[config.mk]
export PLATFORM = sky130hd
export DESIGN_NAME = comparador_serial
export DESIGN_NICKNAME = d
export VERILOG_FILES = /design/src/rtl/comparador_serial.sv
export SDC_FILE = /design/constraint.sdc
export NUM_CORES = 1
export LEC_CHECK = 0
export ABC_AREA = 1
export CORE_MARGIN = 2
export CORE_UTILIZATION = 47
export CTS_CLUSTER_DIAMETER = 100
export DETAILED_ROUTE_END_ITERATION = 7
export GPL_ROUTABILITY_DRIVEN = 0
export HOLD_SLACK_MARGIN = 0.08
export PLACE_DENSITY = 0.74
export SLEW_MARGIN = 5
export SYNTH_ARGS = -nofsm -noshare
export SYNTH_HDL_FRONTEND = slang
export SYNTH_SLANG_ARGS = --single-unit
export TNS_END_PERCENT = 30
[constraint.sdc]
create_clock -name clock -period 2.7 [get_ports clock]
set_clock_uncertainty 0.05 [all_clocks]
set_input_delay 0.405 -clock clock [delete_from_list [all_inputs] [get_ports clock]]
set_output_delay 0.405 -clock clock [all_outputs]
set_load 0.01 [all_outputs]
[src/rtl/comparador_serial.sv]
// comparador_serial: multi-cycle MSB-first magnitude comparator with 7485-style cascade inputs.
// Optional macro COMPARADOR_SERIAL_EARLY_EXIT_EN ends the compare at the first unequal slice.
`default_nettype none

module comparador_serial #(
  parameter int WIDTH = 12,
  parameter int SLICE = 3
) (
  input  logic             clock,
  input  logic             reset,
  input  logic             iniciar,
  input  logic [WIDTH-1:0] A,
  input  logic [WIDTH-1:0] B,
  input  logic             ALBi,
  input  logic             AGBi,
  input  logic             AEBi,
  output logic             ocupado,
  output logic             pronto,
  output logic             ALBo,
  output logic             AGBo,
  output logic             AEBo
);

  localparam int NSLICES = (WIDTH + SLICE - 1) / SLICE;
  localparam int PADW    = NSLICES * SLICE;
  localparam int IDXW    = (NSLICES > 1) ? $clog2(NSLICES) : 1;

`ifdef COMPARADOR_SERIAL_EARLY_EXIT_EN
  localparam bit EARLY_EXIT = 1'b1;
`else
  localparam bit EARLY_EXIT = 1'b0;
`endif

  typedef enum logic [1:0] {
    OCIOSO  = 2'd0,
    COMPARA = 2'd1,
    FIM     = 2'd2
  } state_t;

  state_t            r_state;
  state_t            w_next;
  logic [PADW-1:0]   r_a;
  logic [PADW-1:0]   r_b;
  logic              r_lbi;
  logic              r_gbi;
  logic              r_ebi;
  logic [IDXW-1:0]   r_idx;
  logic              r_decidido;
  logic [SLICE-1:0]  w_a_sl;
  logic [SLICE-1:0]  w_b_sl;
  logic              w_gt;
  logic              w_lt;
  logic              w_last;
  logic              w_start;

  assign w_a_sl  = r_a[r_idx*SLICE +: SLICE];
  assign w_b_sl  = r_b[r_idx*SLICE +: SLICE];
  assign w_gt    = (w_a_sl > w_b_sl);
  assign w_lt    = (w_a_sl < w_b_sl);
  assign w_last  = (r_idx == '0);
  assign w_start = iniciar && (r_state != COMPARA);

  assign ocupado = (r_state == COMPARA);
  assign pronto  = (r_state == FIM);

  always_ff @(posedge clock or posedge reset) begin
    if (reset) r_state <= OCIOSO;
    else       r_state <= w_next;
  end

  always_comb begin
    w_next = r_state;
    case (r_state)
      OCIOSO:  if (iniciar) w_next = COMPARA;
      COMPARA: if (w_last || (EARLY_EXIT && (w_gt || w_lt))) w_next = FIM;
      FIM:     w_next = iniciar ? COMPARA : OCIOSO;
      default: w_next = OCIOSO;
    endcase
  end

  always_ff @(posedge clock or posedge reset) begin
    if (reset) begin
      r_a        <= '0;
      r_b        <= '0;
      r_lbi      <= 1'b0;
      r_gbi      <= 1'b0;
      r_ebi      <= 1'b0;
      r_idx      <= '0;
      r_decidido <= 1'b0;
      ALBo       <= 1'b0;
      AGBo       <= 1'b0;
      AEBo       <= 1'b0;
    end else if (w_start) begin
      r_a        <= PADW'(A);
      r_b        <= PADW'(B);
      r_lbi      <= ALBi;
      r_gbi      <= AGBi;
      r_ebi      <= AEBi;
      r_idx      <= IDXW'(NSLICES - 1);
      r_decidido <= 1'b0;
      ALBo       <= 1'b0;
      AGBo       <= 1'b0;
      AEBo       <= 1'b0;
    end else if (r_state == COMPARA) begin
      // Once decided, remaining slices are only stepped through (constant-latency build).
      if (!r_decidido) begin
        if (w_gt) begin
          AGBo       <= 1'b1;
          ALBo       <= 1'b0;
          AEBo       <= 1'b0;
          r_decidido <= 1'b1;
        end else if (w_lt) begin
          ALBo       <= 1'b1;
          AGBo       <= 1'b0;
          AEBo       <= 1'b0;
          r_decidido <= 1'b1;
        end else if (w_last) begin
          ALBo <= r_lbi;
          AGBo <= r_gbi;
          AEBo <= r_ebi;
        end
      end
      if (!w_last) r_idx <= r_idx - 1'b1;
    end
  end

endmodule

`default_nettype wire
==> key figures, run 1 <==
Yosys
  • Net Count, Synth: 243
  • Netlist Area Pre-Place: 0.00168 sq mm
  • Count of flip-flops with a built-in enable after synthesis: 0
  • Total number of yosys warnings: 0
  • Synthesized area per cell: 8.03 sq um
  • Most frequently used cell type in the post-synthesis netlist: nand2_1
  • Biggest area consumer among synthesized cells: dfrtp_1
  • Fraction of post-synthesis cell area in the top cell type by area: 52.2%
  • Count of mapped cells out of synthesis: 209
  • Async S/R FF share, synth: 100%
  • Top_reg_cell synth: dfrtp_1
  • Number of distinct library cells after synthesis: 21
  • Synth area leaders: dfrtp_1, nand2_1, o21ai_0, nor2_1, ha_1
  • Flip-flop and latch count after synthesis: 35
  • Leading cell types by count after synthesis: nand2_1, dfrtp_1, nor2_1, o21ai_0, inv_1
  • Share of the yosys chip area belonging to registers: 52.2%

Route
  • Via-per-instance ratio: 4.79
  • DRC Markers: 0
  • Overall routed net length: 3220 um
  • Initial DRC count: 83
  • Number of search-and-repair iterations in the first detailed-routing pass: 4
  • DR vias: 1390
  • Mean routed wirelength per cell: 11.1 um
  • Antenna viol nets, final: 0

CTS
  • Maximum clock insertion buffer count: 2
  • CTS H-Tree Depth: 2
  • Resized cells post-CTS: 0
  • Clock buffers created by TritonCTS: 5
  • CTS sink count: 35
  • Clk Latency, worst-skew pair: 0.34 ns
  • Buffer count from post-CTS setup fixing: 0
  • CTS clk-pin slew, worst paths: 0.11 ns
  • Number of hold-repair buffers added at the cts stage: 0
  • TritonCTS clock tree: done
  • Clk root buf: clkbuf_4

Worst setup path
  • Crit path DAT: 2.43 ns
  • Setup crit end kind: flip-flop
  • Minimum setup slack among reg-to-reg paths: 0.47 ns
  • Critical path startpoint category: flip-flop
  • Required time worst endpoint: 2.91 ns
  • R2r worst-path depth: 10
  • Critical Path Source: r_idx[0]$_DFFE_PP0P_
  • Endpoint of the worst register-to-register path: AGBo$_DFFE_PP0P_
  • Startpoint of the most critical register-to-register path: r_idx[0]$_DFFE_PP0P_
  • Worst Setup Path Type: reg -> reg
  • Largest fanout of any net on the critical path: 16

Pwr
  • Total chip power: 2.47 mW
  • Peak VDD IR: 0.728 mV
  • Standby leakage power: 1.06 nW
  • Total power density per cell area: 1180 mW/mm^2

Flow run
  • Max Cap Viol: 0

GRT
  • Overall global routing resource usage: 18.2%
  • First-pass GRT wire length: 5670 um
  • Maximum number of pins on one net before global-route repair: 36
  • Number of global-route vias before repair: 1296
  • Initial antenna violation count: 0
  • Overall overflow remaining after global route: 0

STA
  • Unrepaired setup endpoints after global routing: no
  • Remaining max-slew budget at the tightest pin: 65.2%
  • Worst-case hold slack: 0.395 ns
  • Count of endpoints failing setup in the final report: 0
  • Slew at the pin closest to its max-slew limit: 0.521 ns
  • Final critical-path required period: 2.23 ns
  • Final-layout setup total negative slack: 0 ns
  • Final hold violation count: 0
  • Final worst path period share: 82.5%
  • Pins Over Slew Limit: 0
  • Max Fclk: 0.449 GHz

Placement
  • Port Buf Inserts: 34
  • Placed standard-cell area: 0.00202 sq mm
  • Placed wire-length estimate after detailed placement: 2200 um

Cells and area
  • Area added between synthesis and finish: 25.3%
  • Post-layout net count: 277
  • Layout cells sized above 1: 6.56%
  • Antenna diode count: 0
  • Post-Layout Inst Area: 0.00210 sq mm
  • Fillers: 297
  • Final Util: 62.0%

Floorplan
  • Initial core utilization: 49.5%
  • Number of core rows: 21
  • Io pins: 35
  • Total core area: 0.00339 sq mm
  • Area of the die: 0.00406 sq mm
  • Chip width: 63.8 um
  • Die Y-Extent: 63.8 um

Status
  • Result of the run: complete, no violations

Hold path
  • Hold Crit Class: in -> async
## cell usage in the layout, fill, tap and decap left out
cell,n
nand2_1,96
dfrtp_1,35
clkdlybuf4s50_1,34
nor2_1,14
o21ai_0,14
inv_1,11
a21oi_1,8
clkbuf_4,5
nand3_1,4
ha_1,4
o22ai_1,3
nand2_2,2
inv_2,2
a32o_1,2
nand2_4,1
o21ai_1,1
nand4_1,1
a21oi_2,1
clkinv_1,1
nor2_2,1
clkbuf_8,1
bufinv_16,1
clkinv_2,1
buf_4,1
## report_power, final
part / total (mW) / internal [mW] / switching, mW
registers: 0.943 / 0.769 / 0.175
logic: 1.13 / 0.462 / 0.671
clock network: 0.396 / 0.219 / 0.177
total: 2.47 / 1.45 / 1.02
## routing by layer
layer  wire, um  global-route usage (%)
met1       1600                    24.1
met2       1380                    27.4
met3        165                    5.46
met4         72                    8.97
met5          0                       0
## through the flow
stage	std cells	setup WS, ns
final	290	0.473
after global routing	290	0.226
after floorplan	209	0.752
after CTS	290	0.483
after global placement	282	0.587
after detailed placement	282	0.492
## critical path: stages, from the launching register on
cell,delay [ns]
dfrtp_1,0.62
inv_2,0.19
o21ai_0,0.22
o22ai_1,0.10
ha_1,0.32
a21oi_1,0.17
nand2_1,0.12
nand3_1,0.14
nand2_1,0.09
nand2_1,0.07
nand2_1,0.05
## area by class of cell
type / count / area (sq um) / area share [%]
inverters: 14 / 52.6 / 2.50
clock buffers: 6 / 51.3 / 2.44
clock inverters: 2 / 35.0 / 1.67
repair buffers: 35 / 348 / 16.5
well taps: 46 / 57.6 / 2.74
flip-flops and latches: 35 / 876 / 41.7
multi-input cells: 152 / 682 / 32.4
## sequential cells by signal (all words and copies together) (netlist names)
signal	count
r_lbi	1
r_decidido	1
r_idx	2
AGBo	1
AEBo	1
r_gbi	1
r_state	2
ALBo	1
r_ebi	1
r_a	12
r_b	12
## cells by family (layout without fill, tap and decap cells)
kind of cell / after synthesis / in the layout / synth area share (%)
and+or+nand+nor: 119 / 119 / 28.0
DFF: 35 / 35 / 52.2
AOI/OAI and AO/OA: 29 / 29 / 9.69
buffers and inverters: 22 / 57 / 7.16
adders and majority gates: 4 / 4 / 2.98
## worst max-delay path by stage
stage                        to  slack (ns)  depth (start not counted)
6_report       AGBo$_DFFE_PP0P_        0.47                         10
2_1_floorplan  ALBo$_DFFE_PP0P_        0.75                         11
3_5_place_dp   ALBo$_DFFE_PP0P_        0.49                         10
4_1_cts        AGBo$_DFFE_PP0P_        0.48                         10
5_1_grt        AGBo$_DFFE_PP0P_        0.23                         10
3_3_place_gp   ALBo$_DFFE_PP0P_        0.59                         10
Note: power is estimated with default switching activity, not from simulation.
==> inputs of run 2 (changes only) <==
- clock period: 2.7 -> 2.1 ns (I/O delays scaled with it)
==> key figures, run 2 (synthesis gave the netlist of run 1 again) <==
Worst setup path
  • Endpoint of the worst register-to-register path: AEBo$_DFFE_PP0P_
  • Cells along the critical path: clkinvlp_4 -> a32o_1 -> ha_1 -> nand2_1 -> nor2_2 -> inv_1 -> a21oi_1 -> nand4_1 -> nand2_1
  • Delay-heaviest family, CP: compound AO/OA/AOI/OAI gates
  • Required time worst endpoint: 2.34 ns (-0.57 ns)
  • Setup crit end kind: flip-flop
  • Critical path startpoint category: flip-flop
  • Library cell contributing the largest single delay on the critical path: dfrtp_2
  • Startpoint of the most critical register-to-register path: r_idx[1]$_DFFE_PP0P_
  • Largest fanout of any net on the critical path: 9 (-7)
  • Worst Setup Path Type: reg -> reg
  • Minimum setup slack among reg-to-reg paths: 0.11 ns (-0.36 ns)
  • Crit path DAT: 2.23 ns (-0.20 ns)
  • Slowest stage delay, CP: 0.43 ns (-0.19 ns)
  • R2r worst-path depth: 9 (-1)
  • Bufs and invs on worst path: 2 (+1)
  • Cell mode on critical path: nand2_1

STA
  • Max Fclk: 0.503 GHz (+12%)
  • Pins Over Slew Limit: 0 (unchanged)
  • Final hold violation count: 0 (unchanged)
  • Final worst path period share: 94.8% (+12 points)
  • Least setup slack across all paths after layout: 0.110 ns (-0.363 ns)
  • Count of endpoints failing setup in the final report: 0 (unchanged)
  • Slew at the pin closest to its max-slew limit: 0.423 ns (-0.0985 ns)
  • Final-layout setup total negative slack: 0 ns (unchanged)
  • Final critical-path required period: 1.99 ns (-0.237 ns)
  • Remaining max-slew budget at the tightest pin: 71.8% (+6.6 points)

Cells and area
  • Most common cell after layout, fill and taps aside: nand2_1
  • Largest registers: r_a x12, r_b x12
  • Area added between synthesis and finish: 27.7%
  • Antenna diode count: 0 (unchanged)
  • Final Util: 63.2% (+1.2 points)
  • Highest-count cells in the layout ignoring fill and taps: nand2_1, clkdlybuf4s50_1, dfrtp_1
  • Post-layout net count: 282 (+1.8%)
  • Layout cells sized above 1: 10.5% (+3.9 points)
  • Final standard cell count with taps included and fillers excluded: 294 (+1.4%)

CTS
  • Clk root buf: clkbuf_4
  • CTS H-Tree Depth: 2 (unchanged)
  • Clock buffers created by TritonCTS: 5 (unchanged)
  • Maximum clock insertion buffer count: 2 (unchanged)
  • CTS clk-pin slew, worst paths: 0.11 ns (about the same)
  • TritonCTS clock tree: done
  • CTS sink count: 35 (unchanged)
  • Clk Latency, worst-skew pair: 0.33 ns (about the same)
  • Number of hold-repair buffers added at the cts stage: 0 (unchanged)

Placement
  • Placed cell count: 286 (+1.4%)
  • Port Buf Inserts: 34 (unchanged)
  • Pre-CTS setup slack: 0.0340 ns (-0.458 ns)
  • Placed wire-length estimate after detailed placement: 2490 um (+13%)

Route
  • DR vias: 1412 (+1.6%)
  • Overall routed net length: 3460 um (+7.7%)
  • Via-per-instance ratio: 4.80 (+0.20%)
  • Antenna viol nets, final: 0 (unchanged)
  • Initial DRC count: 65 (-22%)
  • Number of search-and-repair iterations in the first detailed-routing pass: 4 (unchanged)
  • Mean routed wirelength per cell: 11.8 um (+6.2%)
  • DRC Markers: 0 (unchanged)

GRT
  • Overall overflow remaining after global route: 0 (unchanged)
  • Initial antenna violation count: 0 (unchanged)
  • Maximum number of pins on one net before global-route repair: 36 (unchanged)
  • First-pass GRT wire length: 5890 um (+3.8%)
  • Overall global routing resource usage: 18.9% (+0.69 points)
  • Number of global-route vias before repair: 1352 (+4.3%)

Floorplan
  • Initial core utilization: 49.5% (unchanged)
  • Die Y-Extent: 63.8 um (unchanged)
  • Number of core rows: 21 (unchanged)
  • Area of the die: 0.00406 sq mm (unchanged)
  • Total core area: 0.00339 sq mm (unchanged)
  • Io pins: 35 (unchanged)
  • Chip width: 63.8 um (unchanged)

Pwr
  • Standby leakage power: 1.07 nW (+0.99%)
  • Total chip power: 3.25 mW (+32%)
  • Peak VDD IR: 0.807 mV (+11%)
  • Total power density per cell area: 1520 mW/mm^2 (+29%)

Status
  • Result of the run: complete, no violations

Hold path
  • Hold Crit Class: in -> async

Flow run
  • Max Cap Viol: 0 (unchanged)
-- run 2: routing by layer --
layer	vias to the layer above	global-route usage (%)	wire, um
met4	0	6.52	46
met1	648	24.1	1610
met5	-	0	0
met2	28	30.3	1660
li1	731	-	-
met3	5	6.34	143
-- run 2: cell type report --
cell class	instances	area, sq um
well taps	46	57.6
flip-flops and latches	35	878
fillers	306	1250
clock buffers	6	51.3
inverters	14	58.8
clock inverters	1	5.00
multi-input cells	152	693
repair buffers	40	398
-- run 2: worst max-delay path by stage --
| stage | from | end | slack (ns) | cells past startpoint |
|---|---|---|---|---|
| final | r_idx[1]$_DFFE_PP0P_ | AEBo$_DFFE_PP0P_ | 0.11 | 9 |
| after global routing | r_idx[0]$_DFFE_PP0P_ | AGBo$_DFFE_PP0P_ | -0.03 | 11 |
| after CTS | r_idx[1]$_DFFE_PP0P_ | ALBo$_DFFE_PP0P_ | 0.04 | 9 |
| after detailed placement | r_idx[1]$_DFFE_PP0P_ | ALBo$_DFFE_PP0P_ | 0.03 | 9 |
| after global placement | r_idx[1]$_DFFE_PP0P_ | ALBo$_DFFE_PP0P_ | 0.11 | 9 |
| after floorplan | r_idx[0]$_DFFE_PP0P_ | ALBo$_DFFE_PP0P_ | 0.15 | 11 |
-- run 2: tightest hold or removal path, stage by stage --
cell and delay, ns:
clkdlybuf4s50_1 0.40, inv_1 0.05, buf_4 0.37
-- run 2: where the power goes --
group | internal [mW] | switching, mW | total (mW)
clock | 0.155 | 0.207 | 0.362
sequential | 0.994 | 0.219 | 1.21
combinational | 0.695 | 0.984 | 1.68
-- run 2: what timing repair did --
action	in CTS	in global routing
resized for setup	0	7
setup endpoints to repair	0	4
buffers inserted	0	1
-- run 2: through the flow --
step                hold slack [ns]  instance area (sq um)
CTS                           0.325                   2110
floorplan                     0.375                   1680
finish                        0.314                   2140
detailed placement            0.412                   2060
global route                  0.377                   2140
global placement              0.409                   2060
==> inputs of run 3 (changes only) <==
- CORE_UTILIZATION: 47 -> 27
- PLACE_DENSITY: 0.74 -> 0.48
- SKIP_LAST_GASP: unset -> 1
- clock period: 2.1 -> 1.99 ns (I/O delays scaled with it)
==> key figures, run 3 (synthesis gave the netlist of run 1 again) <==
CTS
  • Clock buffers created by TritonCTS: 5 (unchanged)
  • Number of hold-repair buffers added at the cts stage: 0 (unchanged)
  • CTS sink count: 35 (unchanged)
  • Clk root buf: clkbuf_8
  • CTS H-Tree Depth: 2 (unchanged)
  • Clk Latency, worst-skew pair: 0.29 ns (-0.04 ns)
  • Maximum clock insertion buffer count: 2 (unchanged)
  • CTS clk-pin slew, worst paths: 0.07 ns (-0.04 ns)
  • TritonCTS clock tree: done

Status
  • Result of the run: complete, no violations

Worst setup path
  • Library cell contributing the largest single delay on the critical path: dfrtp_2
  • Delay-heaviest family, CP: simple AND/OR/NAND/NOR gates
  • Cells along the critical path: buf_6 -> nand2_1 -> a32o_1 -> ha_4 -> nand2_2 -> nor2_4 -> nand3_2 -> buf_6 -> nand3_1 -> nand2_1
  • Crit path DAT: 2.01 ns (-0.22 ns)
  • Bufs and invs on worst path: 2 (unchanged)
  • Critical path startpoint category: flip-flop
  • Required time worst endpoint: 2.12 ns (-0.22 ns)
  • Worst Setup Path Type: reg -> reg
  • Slowest stage delay, CP: 0.43 ns (about the same)
  • Largest fanout of any net on the critical path: 4 (-5)
  • Setup crit end kind: flip-flop
  • Minimum setup slack among reg-to-reg paths: 0.11 ns (about the same)

Floorplan
  • Io pins: 35 (unchanged)
  • Area of the die: 0.00686 sq mm (+69%)
  • Initial core utilization: 28.2% (-21 points)
  • Number of core rows: 28 (+33%)
  • Die Y-Extent: 82.8 um (+30%)
  • Total core area: 0.00596 sq mm (+76%)
  • Chip width: 82.8 um (+30%)

Cells and area
  • Post-Layout Inst Area: 0.00231 sq mm (+8.0%)
  • Final Util: 38.8% (-24 points)
  • Largest registers: r_a x12, r_b x12
  • Antenna diode count: 0 (unchanged)
  • Post-layout net count: 287 (+1.8%)
  • Highest-count cells in the layout ignoring fill and taps: nand2_1, dfrtp_1, clkdlybuf4s50_1
  • Most common cell after layout, fill and taps aside: nand2_1
  • Combined area of the multi-input logic cells: 747 sq um (+7.8%)
  • Layout cells sized above 1: 15.4% (+4.9 points)
  • Fillers: 626 (+100%)
  • Area used by sequential logic in the layout: 877 sq um (-0.14%)
  • Final standard cell count with taps included and fillers excluded: 329 (+12%)
  • Area added between synthesis and finish: 37.9%

Route
  • DR vias: 1421 (+0.64%)
  • Initial DRC count: 49 (-25%)
  • Overall routed net length: 3970 um (+15%)
  • DRC Markers: 0 (unchanged)
  • Number of search-and-repair iterations in the first detailed-routing pass: 4 (unchanged)
  • Via-per-instance ratio: 4.32 (-10%)
  • Antenna viol nets, final: 0 (unchanged)
  • Mean routed wirelength per cell: 12.1 um (+2.4%)

GRT
  • Initial antenna violation count: 0 (unchanged)
  • Maximum number of pins on one net before global-route repair: 36 (unchanged)
  • First-pass GRT wire length: 6780 um (+15%)
  • Overall global routing resource usage: 12.3% (-6.7 points)
  • Number of global-route vias before repair: 1484 (+9.8%)
  • Overall overflow remaining after global route: 0 (unchanged)

STA
  • Slew at the pin closest to its max-slew limit: 0.451 ns (+0.0283 ns)
  • Unrepaired setup endpoints after global routing: no
  • Final hold violation count: 0 (unchanged)
  • Final critical-path required period: 1.88 ns (-0.114 ns)
  • Worst-case hold slack: 0.363 ns (+0.0484 ns)
  • Final worst path period share: 94.3% (-0.48 points)
  • Pins Over Slew Limit: 0 (unchanged)
  • Remaining max-slew budget at the tightest pin: 69.9% (-1.9 points)
  • Max Fclk: 0.533 GHz (+6.1%)
  • Count of endpoints failing setup in the final report: 0 (unchanged)

Placement
  • Placed wire-length estimate after detailed placement: 2840 um (+14%)
  • Port Buf Inserts: 34 (unchanged)
  • Placed standard-cell area: 0.00212 sq mm (+3.0%)
  • Placed cell count: 320 (+12%)

Pwr
  • Peak VDD IR: 0.541 mV (-33%)
  • Standby leakage power: 1.13 nW (+5.4%)
  • Total power density per cell area: 1730 mW/mm^2 (+14%)

Flow run
  • Max Cap Viol: 0 (unchanged)

Hold path
  • Hold Crit Class: in -> async
run 3: cell count changes in the layout (fill, tap and decap cells not counted), moves of 2 or more:
| cell | delta |
|---|---|
| buf_4 | +2 |
| ha_1 | -2 |
| nand2_1 | -2 |
| clkbuf_8 | +6 |
| buf_6 | +4 |
| clkbuf_4 | -5 |
| ha_4 | +2 |
| nand2_2 | +2 |
| o21ai_0 | -5 |
| o21ai_1 | +4 |
run 3: area by class of cell:
| class | count | share of cell area [%] |
|---|---|---|
| inverters | 14 | 2.49 |
| multi-input cells | 152 | 32.3 |
| well taps | 75 | 4.06 |
| flip-flops and latches | 35 | 37.9 |
| repair buffers | 45 | 18.9 |
| clock buffers | 8 | 4.33 |
run 3: through the flow:
step | TNS (ns) | setup slack (ns) | total power, mW
floorplan | 0 | 0.0419 | 2.49
CTS | 0 | 0.00603 | 3.68
detailed placement | -0.0540 | -0.0250 | 3.02
finish | 0 | 0.114 | 3.99
global route | 0 | 0.00223 | 4.37
global placement | -0.00404 | -0.00404 | 3.00
run 3: tightest hold or removal path: stages:
cell and delay, ns:
clkdlybuf4s50_1 0.39, inv_1 0.05, buf_4 0.39
run 3: timing repair:
| item | CTS | global route |
|---|---|---|
| endpoints found under the setup margin | 3 | 4 |
| hold endpoints to repair | 0 | 0 |
| buffers inserted | 1 | 0 |
| resized for setup | 2 | 24 |
| pin swaps | 0 | 5 |
run 3: per-layer routing:
| metal | global-route usage, % | part of all wire (%) | up-vias |
|---|---|---|---|
| met3 | 2.58 | 3.0 | 5 |
| met2 | 19.0 | 44 | 23 |
| met5 | 0 | 0 | - |
| met4 | 6.71 | 2.1 | 0 |
| li1 | - | - | 748 |
| met1 | 15.9 | 51 | 645 |
run 3: power by group:
part | leakage (nW) | switching, mW | internal, mW
sequential | 0.429 | 0.224 | 1.05
combinational | 0.648 | 1.20 | 0.952
clock | 0.0515 | 0.249 | 0.316
total | 1.13 | 1.68 | 2.32
run 3: final timing paths:
kind,startpoint,endpoint,depth (start not counted)
worst max register to register,r_idx[0]$_DFFE_PP0P_,ALBo$_DFFE_PP0P_,10
worst min register to register,AEBo$_DFFE_PP0P_,AEBo$_DFFE_PP0P_,2
min in group clock,AEBo$_DFFE_PP0P_,AEBo$_DFFE_PP0P_,2
worst min-delay path,reset,r_b[9]$_DFFE_PP0P_,3
max in group asynchronous,reset,r_idx[0]$_DFFE_PP0P_,3
worst max-delay path,r_idx[0]$_DFFE_PP0P_,ALBo$_DFFE_PP0P_,10
